===== config.mk =====
export PLATFORM = sky130hd
export DESIGN_NAME = pool_stream_unit
export DESIGN_NICKNAME = d
export VERILOG_FILES = /design/src/rtl/pool_stream_unit.sv
export SDC_FILE = /design/constraint.sdc
export NUM_CORES = 2
export LEC_CHECK = 0
export CORE_MARGIN = 2
export CORE_UTILIZATION = 42
export CTS_BUF_LIST = sky130_fd_sc_hd__clkbuf_8
export DETAILED_ROUTE_END_ITERATION = 10
export GPL_ROUTABILITY_DRIVEN = 0
export HOLD_SLACK_MARGIN = 0.15
export SLEW_MARGIN = 25
export SYNTH_ARGS = -nofsm -noshare
export SYNTH_HDL_FRONTEND = slang
export SYNTH_SLANG_ARGS = --single-unit

===== constraint.sdc =====
create_clock -name i_clk -period 3.64 [get_ports i_clk]
set_input_delay 0.364 -clock i_clk [delete_from_list [all_inputs] [get_ports i_clk]]
set_output_delay 0.364 -clock i_clk [all_outputs]
set_load 0.005 [all_outputs]

===== src/rtl/pool_stream_unit.sv =====
// Streaming multi-channel pooling unit: every WINDOW_LEN accepted beats reduce to one
// registered max or floor-average result per lane, with valid/ready on both sides.

module pool_lane #(
    parameter int DATA_W   = 48,
    parameter int LOG2_WIN = 2
) (
    input  logic              clk,
    input  logic              rst_n,
    input  logic              clear,
    input  logic              accept,
    input  logic              first,
    input  logic              last,
    input  logic              avg_mode,
    input  logic [DATA_W-1:0] x,
    output logic [DATA_W-1:0] res
);
    localparam int AW = DATA_W + LOG2_WIN;

    logic signed [AW-1:0]     acc;
    logic signed [AW-1:0]     x_ext;
    logic signed [AW-1:0]     max_v;
    logic signed [AW-1:0]     sum_v;
    logic signed [DATA_W-1:0] avg_res;
    logic signed [DATA_W-1:0] max_res;

    assign x_ext = {{LOG2_WIN{x[DATA_W-1]}}, x};
    assign max_v = (x_ext > acc) ? x_ext : acc;
    assign sum_v = acc + x_ext;
    // Window sum of WINDOW_LEN in-range samples always fits AW bits, and the
    // floored mean is back within DATA_W range, so truncation is lossless.
    assign avg_res = DATA_W'(sum_v >>> LOG2_WIN);
    assign max_res = DATA_W'(max_v);

    always_ff @(posedge clk) begin
        if (!rst_n) begin
            acc <= '0;
        end else if (clear) begin
            acc <= '0;
        end else if (accept) begin
            if (first)
                acc <= x_ext;
            else if (!last)
                acc <= avg_mode ? sum_v : max_v;
        end
    end

    always_ff @(posedge clk) begin
        if (!rst_n)
            res <= '0;
        else if (accept && last)
            res <= avg_mode ? avg_res : max_res;
    end
endmodule

module pool_stream_unit #(
    parameter int DATA_W     = 48,
    parameter int CHANNELS   = 4,
    parameter int WINDOW_LEN = 4,
    parameter int LOG2_WIN   = 2
) (
    input  logic                         i_clk,
    input  logic                         i_rst_n,
    input  logic                         i_clear,
    input  logic                         i_mode,
    input  logic                         i_valid,
    output logic                         o_ready,
    input  logic [CHANNELS*DATA_W-1:0]   i_data,
    output logic                         o_valid,
    input  logic                         i_ready,
    output logic [CHANNELS*DATA_W-1:0]   o_data,
    output logic                         o_busy
);
    if ((1 << LOG2_WIN) != WINDOW_LEN || WINDOW_LEN < 2) begin : g_bad_win
        $error("WINDOW_LEN must be a power of 2 >= 2 and equal 2**LOG2_WIN");
    end

    typedef enum logic [1:0] {PH_FIRST, PH_ACCUM, PH_LAST} phase_t;

    logic [LOG2_WIN-1:0]               cnt, cnt_nxt;
    phase_t                            phase;
    logic                              accept;
    logic                              mode_q;
    logic                              is_first, is_last;
    logic [CHANNELS-1:0][DATA_W-1:0]   res_q;

    assign o_ready = !(o_valid && !i_ready);
    assign accept  = i_valid && o_ready && !i_clear;
    assign o_busy  = (cnt != '0);

    always_ff @(posedge i_clk) begin
        if (!i_rst_n)
            cnt <= '0;
        else
            cnt <= cnt_nxt;
    end

    always_comb begin
        phase    = PH_ACCUM;
        cnt_nxt  = cnt;
        if (cnt == '0)
            phase = PH_FIRST;
        else if (cnt == LOG2_WIN'(WINDOW_LEN - 1))
            phase = PH_LAST;
        is_first = (phase == PH_FIRST);
        is_last  = (phase == PH_LAST);
        if (i_clear)
            cnt_nxt = '0;
        else if (accept)
            cnt_nxt = is_last ? '0 : cnt + LOG2_WIN'(1);
    end

    always_ff @(posedge i_clk) begin
        if (!i_rst_n)
            mode_q <= 1'b0;
        else if (accept && is_first)
            mode_q <= i_mode;
    end

    // A new result landing in the drain cycle keeps o_valid up: no bubble.
    always_ff @(posedge i_clk) begin
        if (!i_rst_n)
            o_valid <= 1'b0;
        else if (accept && is_last)
            o_valid <= 1'b1;
        else if (i_ready)
            o_valid <= 1'b0;
    end

    for (genvar k = 0; k < CHANNELS; k++) begin : g_lane
        pool_lane #(
            .DATA_W   (DATA_W),
            .LOG2_WIN (LOG2_WIN)
        ) u_lane (
            .clk      (i_clk),
            .rst_n    (i_rst_n),
            .clear    (i_clear),
            .accept   (accept),
            .first    (is_first),
            .last     (is_last),
            .avg_mode (mode_q),
            .x        (i_data[k*DATA_W +: DATA_W]),
            .res      (res_q[k])
        );
    end

    assign o_data = res_q;
endmodule

==> results.cfg <==
[outcome]
outcome = finished clean

[placed_design]
port_buffers = 392
dpl_cell_area_sq_mm = 0.0476
pre_cts_ws_ns = -0.705
place_hpwl_um = 104000

[clock_tree]
clk_pin_slew_worst_paths_ns = 0.06
cts_tree = yes
cts_sinks = 396
cts.path.max_buffers = 3
root_buffer = clkbuf_8
h-tree-depth = 3
numCtsBuffers = 82
worstSkewPairLatency_ns = 0.74

[route]
via_per_inst = 5.70
drc = 0
wl_um = 141000
ant_nets = 0
first_pass_iters = 5
drt_iter0_markers = 2848
wl_per_cell_um = 19.9
vias = 40387

[yosys]
syn-cell-area_sq_mm = 0.0367
yosys_register_bits = 396
synth_edf_count = 0
syn-num-nets = 5430
synth.area.top_cells = dfxtp_1, ha_1, a21oi_1
synth_seq_area_share_pct = 21.6
syn_inst = 4829
synth_area_leader_cell = dfxtp_1
ys.flop_type = dfxtp_1
ys_warn_count = 0
synth-async-reset-ratio_pct = 0
netlist-cell-type-count = 89
syn_avg_cell_area_sq_um = 7.59
netlist.area_leader.share_pct = 21.6

[setup_path]
cp.required_ns = 4.24
rr_startpoint = g_lane[3].u_lane.acc[7]
timing.rr.end = g_lane[3].u_lane.acc[15]
cp-end-kind = flop
reg2reg_depth = 15
r2r_slack_ns = 0.04
crit_arrival_ns = 4.21
cp_max_fo = 8
critPathLaunchType = flop
critical_path_class = flop to flop

[timing]
finalWorstSetupSlack_ns = 0.0394
period_share_pct = 98.9
slew_headroom_pct = 37.8
timing.final.crit_period_ns = 3.60
final-hold-violation-count = 0
setup_viol = 0
slew_violations = 0
rsz0062_at_grt = yes
worstMarginPinSlew_ns = 0.930
max_freq_mhz = 278
clock_skew_ns = 0.0435

[floorplanning]
die_h_um = 299
dieArea_sq_mm = 0.0897
rows = 108
die_w_um = 299
core_sq_mm = 0.0866
start_util_pct = 42.3
boundaryPins = 393

[global_routing]
antenna_found_initial = 15
grt_overflow = 0
grt_first_pass_wirelength_um = 219000
track_usage_pct = 30.3
grt_pass1_vias = 39737
grt_start_max_net_pins = 147

[power]
leakagePower_uw = 0.0210
p_int_uw = 9410
switchingPower_uw = 4670
seq_power_share_pct = 31.9
power_switching_share_pct = 33.2
power.share.combinational_pct = 30.6
vdd_drop_max_uv = 289
clockPowerShare_pct = 37.5
power.density_mw_per_mm2 = 279

[min_path]
hold_start = i_rst_n
hold_depth = 3
hold_class = input port to flop
hold_path_end = cnt[1]

[flow_run]
cap_violations = 0

[final_layout]
design_area_sq_mm = 0.0504
fill_cells = 8113
drive_above_1_share_pct = 21.8
area.sequential_sq_mm = 0.00796
nNetsFinal = 6468
multiInputGateArea_sq_mm = 0.0267
synthToLayoutAreaGrowth_pct = 37.6
how the worst max path moves through the flow:
stage,start,to,slack (ns),cells after the start
floorplan,i_data[96],g_lane[2].u_lane.res[40],0.21,14
global route,g_lane[3].u_lane.acc[7],g_lane[3].u_lane.acc[15],-0.09,15
detailed placement,i_data[51],g_lane[1].u_lane.acc[24],-0.71,14
finish,g_lane[3].u_lane.acc[7],g_lane[3].u_lane.acc[15],0.04,15
global placement,i_data[51],g_lane[1].u_lane.acc[24],-0.64,14
CTS,g_lane[3].u_lane.acc[35],g_lane[3].u_lane.acc[15],0.007,15
per-layer routing:
metal | GRT usage, % | share of wire, %
met1 | 40.1 | 45
met5 | 0 | 0.060
met2 | 49.7 | 46
met4 | 10.0 | 3.0
met3 | 5.42 | 6.1
cells by family (layout without fill, tap and decap cells):
family	count (synthesis)	after routing	synth area share, %
XOR/XNOR	167	167	3.99
multiplexers	193	193	5.54
AO/OA/AOI/OAI	1623	1623	29.3
flip-flops	396	396	21.6
other	0	8	0
adder cells (fa/ha/maj)	403	403	13.8
AND/OR/NAND/NOR	1316	1316	18.0
buffers and inverters	731	1830	7.68
layout by cell type, fill, tap and decap left out, types with 75 or more instances in the layout:
master / Yosys / layout
buf_4: 6 / 855
inv_1: 401 / 407
a21oi_1: 406 / 398
clkdlybuf4s50_1: 0 / 391
ha_1: 399 / 385
dfxtp_1: 396 / 372
o21ai_0: 375 / 369
nor2_1: 366 / 360
nand2_1: 343 / 342
xnor2_1: 144 / 143
mux2i_1: 114 / 108
a31oi_1: 110 / 105
clkbuf_8: 0 / 100
nand3b_1: 91 / 91
nor3b_1: 88 / 88
o211ai_1: 84 / 84
a311oi_1: 80 / 77
nor3_1: 82 / 75
sequential cells by signal, indices dropped and copies added, names as in the netlist:
| register | flops |
|---|---|
| g_lane.u_lane.res | 192 |
| cnt | 2 |
| o_valid | 1 |
| mode_q | 1 |
| g_lane.u_lane.acc | 200 |
power groups by stage:
stage	Sequential, uW	Clock, uW	Combinational, uW
after CTS	4490	5410	4150
after global routing	4500	5580	4670
after global placement	4580	0	4060
after floorplan	4560	0	2250
final	4490	5290	4310
after detailed placement	4580	0	4090
cell usage after synthesis (all sizes together) (12+ instances only):
master	instances
nor3	82
xor2	23
nor2b	35
nand4	53
a211oi	53
nand2	343
a21oi	406
nor3b	88
buf	55
and3	18
o31ai	55
dfxtp	396
mux2	79
a21o	44
nor2	366
inv	402
o221a	15
a21boi	15
nand3	60
o21ai	376
a311oi	81
nand2b	52
clkbuf	274
o21bai	68
nor4	59
or4	13
o31a	16
a31oi	110
mux2i	114
o211a	58
o22ai	17
a2111oi	82
xnor2	144
o211ai	85
o21a	30
a221oi	22
nand3b	91
ha	399
or2	12
timing repair:
item,4_1_cts,5_1_grt
cloned,1,0
endpoints found under the hold margin,1,0
hold buffers,1,0
buffers inserted,1,24
gates resized for setup,11,166
pin swaps,1,42
setup endpoints to repair,58,282
critical path: stages, from the launching register on:
cell       delay [ns]
dfxtp_2          0.34
inv_1            0.06
ha_1             0.31
a21oi_1          0.15
o21bai_1         0.09
a21oi_2          0.18
buf_4            0.15
a31oi_2          0.09
or4b_4           0.54
a211oi_4         0.19
mux2_4           0.42
buf_6            0.16
buf_16           0.15
mux2i_2          0.15
o211a_1          0.23
a2111oi_2        0.25
metrics by stage:
stage | hold slack [ns] | instances | total power (uW) | util (%) | TNS [ns]
after global placement | 0.440 | 6911 | 8640 | 55.0 | -153.71
after detailed placement | 0.453 | 6911 | 8670 | 55.0 | -173.42
final | 0.315 | 7091 | 14100 | 58.2 | 0
after CTS | 0.258 | 7059 | 14000 | 57.2 | 0
after floorplan | 0.448 | 4829 | 6810 | - | 0
after global routing | 0.305 | 7090 | 14800 | 58.2 | -0.270
layout make-up:
class | instances | area share [%]
clock buffers | 100 | 2.73
repair buffers | 1283 | 21.8
flip-flops and latches | 396 | 15.8
inverters | 402 | 3.00
clock inverters | 45 | 0.767
multi-input cells | 3702 | 53.0
diodes | 8 | 0.0397
well taps | 1155 | 2.87
Power figures use the tool's default switching activity.
